--- config.mk ---
export PLATFORM = sky130hd
export DESIGN_NAME = reg_write_demux
export DESIGN_NICKNAME = d
export VERILOG_FILES = /design/src/rtl/reg_write_demux.sv
export SDC_FILE = /design/constraint.sdc
export NUM_CORES = 1
export LEC_CHECK = 0
export ABC_AREA = 0
export BUFFER_PORTS_ARGS = -buffer_cell sky130_fd_sc_hd__clkbuf_2
export CAP_MARGIN = 20
export CORE_AREA = 8 8 432 434
export CTS_CLUSTER_DIAMETER = 30
export DETAILED_ROUTE_END_ITERATION = 12
export DIE_AREA = 0 0 440 442
export PLACE_DENSITY = 0.47
export RECOVER_POWER = 25
export SETUP_SLACK_MARGIN = 0.02
export SLEW_MARGIN = 25
export SYNTH_ARGS = -nofsm -noshare
export SYNTH_HDL_FRONTEND = slang
export SYNTH_SLANG_ARGS = --single-unit
--- constraint.sdc ---
create_clock -name CLK -period 1.2 [get_ports CLK]
set_input_delay 0.24 -clock CLK [delete_from_list [all_inputs] [get_ports CLK]]
set_output_delay 0.24 -clock CLK [all_outputs]
set_load 0.05 [all_outputs]
--- src/rtl/reg_write_demux.sv ---
// reg_write_demux: write-side distribution for a register bank.
// Decodes the write address into one-hot load enables, steers the write
// word into the selected register, exposes all registers on a flat bus,
// and keeps a written-since-clear mask plus a one-cycle write acknowledge.
module reg_write_demux #(
   parameter int DATA_WIDTH = 32,
   parameter int ADDR_WIDTH = 5,
   parameter int ZERO_REG   = 1
) (
   input  logic                                   CLK,
   input  logic                                   RST,
   input  logic                                   W_EN,
   input  logic [ADDR_WIDTH-1:0]                  W_ADDR,
   input  logic [DATA_WIDTH-1:0]                  W_DATA,
   input  logic                                   CLR,
   output logic [(2**ADDR_WIDTH)*DATA_WIDTH-1:0]  REG_BUS,
   output logic [(2**ADDR_WIDTH)-1:0]             W_ONEHOT,
   output logic                                   W_ACK,
   output logic [(2**ADDR_WIDTH)-1:0]             DIRTY
);

   localparam int NUM_REGS = 2**ADDR_WIDTH;

   // Register 0 is excluded from the dirty mask when it is hardwired to zero.
   localparam logic [NUM_REGS-1:0] ZERO_MASK =
      (ZERO_REG != 0) ? {{(NUM_REGS-1){1'b0}}, 1'b1} : '0;

   logic [NUM_REGS-1:0] load_en;
   logic [NUM_REGS-1:0] onehot_reg;
   logic [NUM_REGS-1:0] onehot_next;
   logic [NUM_REGS-1:0] dirty_reg;
   logic [NUM_REGS-1:0] dirty_next;
   logic                ack_reg;

   // Address decoder: exactly one enable when a write is requested, none otherwise.
   always_comb begin
      load_en = '0;
      if (W_EN) begin
         load_en[W_ADDR] = 1'b1;
      end
   end

   // Per-register storage: a 2:1 hold/load mux in front of each flop.
   generate
      for (genvar gi = 0; gi < NUM_REGS; gi++) begin : g_reg
         if ((ZERO_REG != 0) && (gi == 0)) begin : g_zero
            // Hardwired zero register: writes are silently discarded.
            assign REG_BUS[gi*DATA_WIDTH +: DATA_WIDTH] = '0;
         end else begin : g_data
            logic [DATA_WIDTH-1:0] data_reg;
            logic [DATA_WIDTH-1:0] data_next;

            assign data_next = load_en[gi] ? W_DATA : data_reg;

            // Register load with clear taking priority over any write.
            always_ff @(posedge CLK or negedge RST) begin
               if (!RST) begin
                  data_reg <= '0;
               end else if (CLR) begin
                  data_reg <= '0;
               end else begin
                  data_reg <= data_next;
               end
            end

            assign REG_BUS[gi*DATA_WIDTH +: DATA_WIDTH] = data_reg;
         end
      end
   endgenerate

   // Next values for the write-tracking state; a zero-register write still
   // updates the one-hot but never marks register 0 dirty.
   always_comb begin
      onehot_next = onehot_reg;
      dirty_next  = dirty_reg | (load_en & ~ZERO_MASK);
      if (W_EN) begin
         onehot_next = load_en;
      end
   end

   // Write-tracking flops: one-hot of last write, dirty mask, acknowledge.
   always_ff @(posedge CLK or negedge RST) begin
      if (!RST) begin
         onehot_reg <= '0;
         dirty_reg  <= '0;
         ack_reg    <= 1'b0;
      end else if (CLR) begin
         onehot_reg <= '0;
         dirty_reg  <= '0;
         ack_reg    <= 1'b0;
      end else begin
         onehot_reg <= onehot_next;
         dirty_reg  <= dirty_next;
         ack_reg    <= W_EN;
      end
   end

   assign W_ONEHOT = onehot_reg;
   assign DIRTY    = dirty_reg;
   assign W_ACK    = ack_reg;

endmodule

==> results.md, run 1 <==
- Status: finished, violations left
- Failing checks: negative setup slack
- Final clock skew: 0 ns
- RSZ-0062 raised after global routing: true
- Global-route wire length before repair: 298 mm
- Crit path kind: reg2out
- Pwr Density: 1520 mW/mm^2
- Async SR Flop Fraction: 100%
- Slowest cell on crit path: dfrtp_1
- Area contributors post-synth: dfrtp_1, mux2i_1, nand2b_1
- Adder-Cell Fraction of Synth Area: 0%
- Placer Congestion: 0.779
- Primary FF master, synth: dfrtp_1
- Post-layout net count: 5425
- Worst-Skew Late Latency: 0.89 ns
- Pin count of the biggest net entering global routing: 119
- Largest family of logic cells by synthesized area: multiplexers
- Full die area: 0.194 sq mm
- Die height: 442 microns
- Post-synthesis sequential area ratio: 58.4%
- Site Rows: 156
- Initial Util: 25.2%
- Fill count: 16111
- Dominant cell type by area after synthesis: dfrtp_1
- CTS buffer count: 298
- Post-synth EDFFs: 0
- Vias in the first global route: 37765
- Post-Syn Instances: 3571
- Syn Std Cell Area: 0.0453 sq mm
- Synth unique cells: 34
- DP Wirelength: 146 mm
- Max FO, Critical Path: 2
- Buffers & Inverters on Critical Path: 1
- Startpoint types: flop
- Yosys reg bits: 1056
- Via-per-instance ratio: 4.42
- Critical Path RT: 0.96 ns
- Clock buffer depth: 4
- Io pins: 1130
- Htree depth: 5
- Peak VDD IR: 1.17 mV
- Register-to-Register Setup Slack: 0.23 ns
- Setup TNS: -588.93 ns
- Worst Setup End Kind: primary output
- Final wirelength: 215 mm
- Hold path depth: 6
- Multi-input gate area: 0.0173 sq mm
- Min setup slack post-route: -0.555 ns
- # setup viols final: 1634
- Top delay family on crit path: flip-flops
- Remaining antenna violation count after routing: 0
- Sequential Area: 0.0264 sq mm
- Slew margin rel.: 38.2%
- Pleak: 42.9 nW
- Die width: 440 microns
- Synth top area share: 58.4%
- Critical path cell sequence: buf_8
- Initial antenna violation count: 8
- Synth Area in Compound Gates: 1.96%
- RR Startpoint: g_reg[3].g_data.data_reg[27]
- # DRC: 0
- Final period utilization: 146%
- Post-Synth Simple-Gate Area: 14.7%
- FMAX: 570 MHz
- Worst Hold End: W_ONEHOT[1]
- HP Start: W_ADDR[1]
- I/O Buffers: 1096
- Worst slew pin tran: 0.928 ns
- Wire length per cell: 27.0 microns
- Clock sinks: 1056
- Power consumption: 123 mW
- Max reg flops: 992
- Number of max-cap violations: 0
- Worst hold path type: in2reg
- Arr. time, crit path: 1.51 ns
- GRT Total Usage: 21.2%
- Drt initial violations: 1790
- Syn avg cell area: 12.7 sq um
- Yosys Warn Count: 0
- Synth Area in XOR/XNOR: 0%
- Final slew viol count: 0
- Post-layout minimum cycle time: 1.75 ns
- RR Endpoint: g_reg[3].g_data.data_reg[27]
- CTS tree: yes
- Via count: 35219
- Reg2Reg Depth: 3
- Slowest stage delay, CP: 0.44 ns
- Layout cells sized above 1: 42.1%
- Final hold vios: 0
- Clk root buf: clkbuf_16
- Drt pass-1 iters: 5
- GR Overflow Total: 0
- Area delta synth->final: 77.6%
- Mux share of post-synthesis cell area: 20.5%
- Clock slew at the register clock pins of the worst setup and hold paths: 0.05 ns
- Core area: 0.180 sq mm
-- layer usage --
metal / GRT usage, % / share of wire, %
met1: 24.9 / 39
met2: 36.1 / 49
met3: 6.82 / 7.1
met4: 8.32 / 4.1
met5: 0 / 0
-- how the worst max path moves through the flow --
stage | from | endpoint | cells past startpoint
after CTS | g_reg[11].g_data.data_reg[31] | REG_BUS[383] | 1
after floorplan | W_ADDR[1] | g_reg[6].g_data.data_reg[10] | 6
after global placement | W_ADDR[2] | g_reg[11].g_data.data_reg[15] | 6
final | g_reg[9].g_data.data_reg[28] | REG_BUS[316] | 1
after global routing | g_reg[26].g_data.data_reg[31] | REG_BUS[863] | 1
after detailed placement | W_ADDR[2] | g_reg[11].g_data.data_reg[14] | 6
-- cell usage in the layout, fill, tap and decap left out, types with 6 or more instances in the layout --
cell / count
clkbuf_2: 44
dlygate4sd3_1: 40
buf_8: 1057
clkbuf_1: 52
clkbuf_16: 307
nand2b_2: 31
buf_12: 141
o22ai_1: 14
conb_1: 33
bufinv_16: 28
inv_1: 25
nand3_4: 7
a22o_1: 67
dfrtp_1: 1046
nor2b_1: 6
clkbuf_8: 63
clkinv_2: 46
dfrtp_2: 10
nand2_1: 48
nand2b_1: 930
nand2_4: 11
o21ai_0: 26
mux2i_1: 928
a21oi_1: 10
clkinvlp_4: 14
nor2_1: 6
buf_4: 550
-- power breakdown --
group / switching [mW] / internal, mW
registers: 0.270 / 36.0
clock network: 23.0 / 55.8
logic: 4.82 / 2.73
-- final cells by class --
class	count	area share [%]
diodes	5	0.0156
clock buffers	419	10.8
clock inverters	98	1.62
inverters	25	0.117
multi-input cells	2156	21.5
flip-flops and latches	1056	32.9
well taps	2370	3.69
repair buffers	1847	29.3
-- cell usage after synthesis (12+ instances only) --
| cell type | count |
|---|---|
| dfrtp_1 | 1056 |
| nand2b_1 | 962 |
| mux2i_1 | 928 |
| clkbuf_1 | 168 |
| buf_2 | 89 |
| a22o_1 | 67 |
| buf_4 | 66 |
| nand2_1 | 55 |
| buf_6 | 27 |
| o21ai_0 | 26 |
| inv_1 | 25 |
| nand2_2 | 14 |
| o22ai_1 | 14 |
| buf_1 | 13 |
| a21oi_1 | 12 |
-- metrics by stage --
step | hold WS, ns | utilization [%] | std cells | worst slack, ns | instance area (sq um)
floorplan | -0.0556 | - | 3603 | -0.0990 | 46400
global placement | 0.338 | 31.6 | 7055 | -0.574 | 56800
detailed placement | 0.327 | 31.6 | 7055 | -0.581 | 56800
CTS | -0.111 | 43.4 | 7826 | -0.670 | 78100
global route | 0.00254 | 44.7 | 7974 | -0.619 | 80400
finish | 0.0255 | 44.7 | 7976 | -0.555 | 80400
-- logic make-up after synthesis --
| logic type | after synthesis |
|---|---|
| AOI/OAI and AO/OA | 122 |
| muxes | 928 |
| other | 1 |
| buffers and inverters | 391 |
| and+or+nand+nor | 1073 |
| DFF | 1056 |
-- repair_timing --
item,CTS,global route
cloned,0,1
setup endpoints to repair,1056,2103
pin swaps,0,1
resized for setup,2111,1070
hold endpoints to repair,1857,3
buffers inserted,213,143
hold buffers,41,3
No activity file was read; power rests on OpenSTA's default activity.
==> run 2: changes to the inputs <==
--- a/config.mk
+++ b/config.mk
@@ -12,6 +12,7 @@
 export CTS_CLUSTER_DIAMETER = 30
 export DETAILED_ROUTE_END_ITERATION = 12
 export DIE_AREA = 0 0 440 442
+export HOLD_SLACK_MARGIN = 0.15
 export PLACE_DENSITY = 0.47
 export RECOVER_POWER = 25
 export SETUP_SLACK_MARGIN = 0.02
==> run 2 against run 1 <==
Against the previous run:
- the run still ends with negative setup slack left
- via count grew 0.52%
- final cell count increased by 0.30%
- combinational power grew 1%
- sequential power about the same
- maximum frequency up 0.29%
- routed wire length grew 0.29%
- critical path type unchanged
- critical endpoint is now REG_BUS[748]
- largest cell class unchanged
- largest power group unchanged
- highest routed layer unchanged
==> results.md, run 2 (synthesized netlist as in run 1, its figures left out) <==
- Commonest cells after routing, fill and taps aside: buf_8, dfrtp_1, nand2b_1 (unchanged)
- Layout cells sized above 1: 41.7% (was 42.1%)
- Worst-Skew Late Latency: 0.89 ns (about the same)
- Number of max-cap violations: 0 (unchanged)
- GR Overflow Total: 0 (unchanged)
- Slowest stage delay, CP: 0.43 ns (was 0.44 ns)
- Global-route wire length before repair: 299 mm (was 298 mm)
- Remaining antenna violation count after routing: 0 (unchanged)
- Drt pass-1 iters: 5 (unchanged)
- CTS buffer count: 298 (unchanged)
- Final slew viol count: 0 (unchanged)
- Pwr Density: 1520 mW/mm^2 (about the same)
- Area delta synth->final: 78.1% (was 77.6%)
- Wire length per cell: 26.9 microns (was 27.0 microns)
- Non-filler instance count after layout: 8000 (was 7976)
- Htree depth: 5 (unchanged)
- Io pins: 1130 (unchanged)
- FMAX: 572 MHz (was 570 MHz)
- Site Rows: 156 (unchanged)
- CTS tree: yes (unchanged)
- RR Endpoint: g_reg[3].g_data.data_reg[27] (unchanged)
- Clk root buf: clkbuf_16 (unchanged)
- Failing checks: negative setup slack (unchanged)
- Pleak: 43.0 nW (was 42.9 nW)
- Placer Congestion: 0.779 (unchanged)
- Drt initial violations: 1791 (was 1790)
- Max reg flops: 992 (unchanged)
- Critical Path RT: 0.96 ns (about the same)
- Core area: 0.180 sq mm (unchanged)
- Startpoint types: flop (unchanged)
- Full die area: 0.194 sq mm (unchanged)
- Hold path depth: 5 (was 6)
- Worst hold path type: in2reg (unchanged)
- I/O Buffers: 1096 (unchanged)
- Status: finished, violations left (unchanged)
- Clock slew at the register clock pins of the worst setup and hold paths: 0.04 ns (was 0.05 ns)
- # DRC: 0 (unchanged)
- Max FO, Critical Path: 2 (unchanged)
- Clock buffer depth: 4 (unchanged)
- Worst slew pin tran: 0.658 ns (was 0.928 ns)
- Pin count of the biggest net entering global routing: 119 (unchanged)
- Most common cell after layout, fill and taps aside: buf_8 (unchanged)
- Top delay family on crit path: flip-flops (unchanged)
- DP Wirelength: 146 mm (unchanged)
- Register-to-Register Setup Slack: 0.23 ns (about the same)
- RR Startpoint: g_reg[3].g_data.data_reg[27] (unchanged)
- Slew margin rel.: 56.1% (was 38.2%)
- HP Start: W_ADDR[4] (was W_ADDR[1])
- Final period utilization: 146% (about the same)
- Final clock skew: 0 ns (unchanged)
- Final wirelength: 216 mm (was 215 mm)
- Vias in the first global route: 37876 (was 37765)
- Die height: 442 microns (unchanged)
- Critical path cell sequence: buf_8 (unchanged)
- Worst Setup End Kind: primary output (unchanged)
- Clock sinks: 1056 (unchanged)
- Final hold vios: 0 (unchanged)
- Slowest cell on crit path: dfrtp_1 (unchanged)
- Peak VDD IR: 1.17 mV (about the same)
- Crit path kind: reg2out (unchanged)
- Worst Hold End: DIRTY[28] (was W_ONEHOT[1])
- RSZ-0062 raised after global routing: true (unchanged)
- Post-layout minimum cycle time: 1.75 ns (about the same)
- Arr. time, crit path: 1.51 ns (about the same)
- Via count: 35402 (was 35219)
- Post-layout net count: 5447 (was 5425)
- DP Cell Count: 7055 (unchanged)
- Via-per-instance ratio: 4.43 (was 4.42)
- Place WS: -0.581 ns (unchanged)
- Fill count: 16099 (was 16111)
- Reg2Reg Depth: 3 (unchanged)
- Die width: 440 microns (unchanged)
- # setup viols final: 2898 (was 1634)
- Min setup slack post-route: -0.550 ns (was -0.555 ns)
- GRT Total Usage: 21.3% (was 21.2%)
- Buffers & Inverters on Critical Path: 1 (unchanged)
- Initial antenna violation count: 9 (was 8)
- Initial Util: 25.2% (unchanged)
[run 2: cell count changes in the layout (fill, tap and decap cells not counted), sizes merged]
cell and delta:
buf -7, dlygate4sd3 +17, clkbuf +9, clkdlybuf4s25 +3, diode +2
[run 2: power by group]
group | switching, mW | internal (mW)
clock network | 23.0 | 55.8
registers | 0.270 | 36.0
logic | 4.84 | 2.81
[run 2: worst max path at each step]
stage	startpoint	endpoint	slack (ns)	cells past startpoint
final	g_reg[23].g_data.data_reg[12]	REG_BUS[748]	-0.55	1
after global routing	g_reg[26].g_data.data_reg[31]	REG_BUS[863]	-0.62	1
after CTS	g_reg[11].g_data.data_reg[31]	REG_BUS[383]	-0.67	1
after detailed placement	W_ADDR[2]	g_reg[11].g_data.data_reg[14]	-0.58	6
after global placement	W_ADDR[2]	g_reg[11].g_data.data_reg[15]	-0.57	6
after floorplan	W_ADDR[1]	g_reg[6].g_data.data_reg[10]	-0.1	6
[run 2: timing repair]
action / in CTS / in global routing
buffers inserted: 213 / 145
hold buffers: 56 / 9
hold endpoints to repair: 2110 / 38
setup endpoints to repair: 1056 / 3108
resized for setup: 2111 / 1074
pin swaps: 0 / 1
[run 2: layout make-up]
class	instances	area [sq um]	area share, %
Antenna cell	7	17.5	0.0217
Clock buffer	419	8710	10.8
Clock inverter	98	1300	1.61
Inverter	25	93.8	0.116
Multi-Input combinational cell	2156	17300	21.4
Sequential cell	1056	26400	32.8
Tap cell	2370	2970	3.68
Timing Repair Buffer	1869	23900	29.6
[run 2: tightest hold or removal path, cell delays in order]
cell and delay [ns]:
clkbuf_1 0.11, and4_1 0.30, buf_4 0.16, a21oi_1 0.13, nor2_1 0.04
[run 2: metal layers]
metal	global-route usage, %	up-vias	part of all wire [%]
met5	0	-	0
met4	8.20	0	4.0
met3	6.85	355	7.1
met2	36.3	1290	49
met1	24.9	18234	39
li1	-	15523	-
[run 2: stage by stage]
stage	util, %	TNS (ns)	power [mW]	cell area, sq um	hold slack (ns)
detailed placement	31.6	-430.57	43.6	56800	0.327
floorplan	-	-31.17	39.9	46400	-0.0556
global placement	31.6	-424.30	43.6	56800	0.338
finish	44.9	-768.74	123	80600	0.134
global route	44.9	-895.28	126	80600	0.123
CTS	43.5	-1023.61	124	78200	-0.111
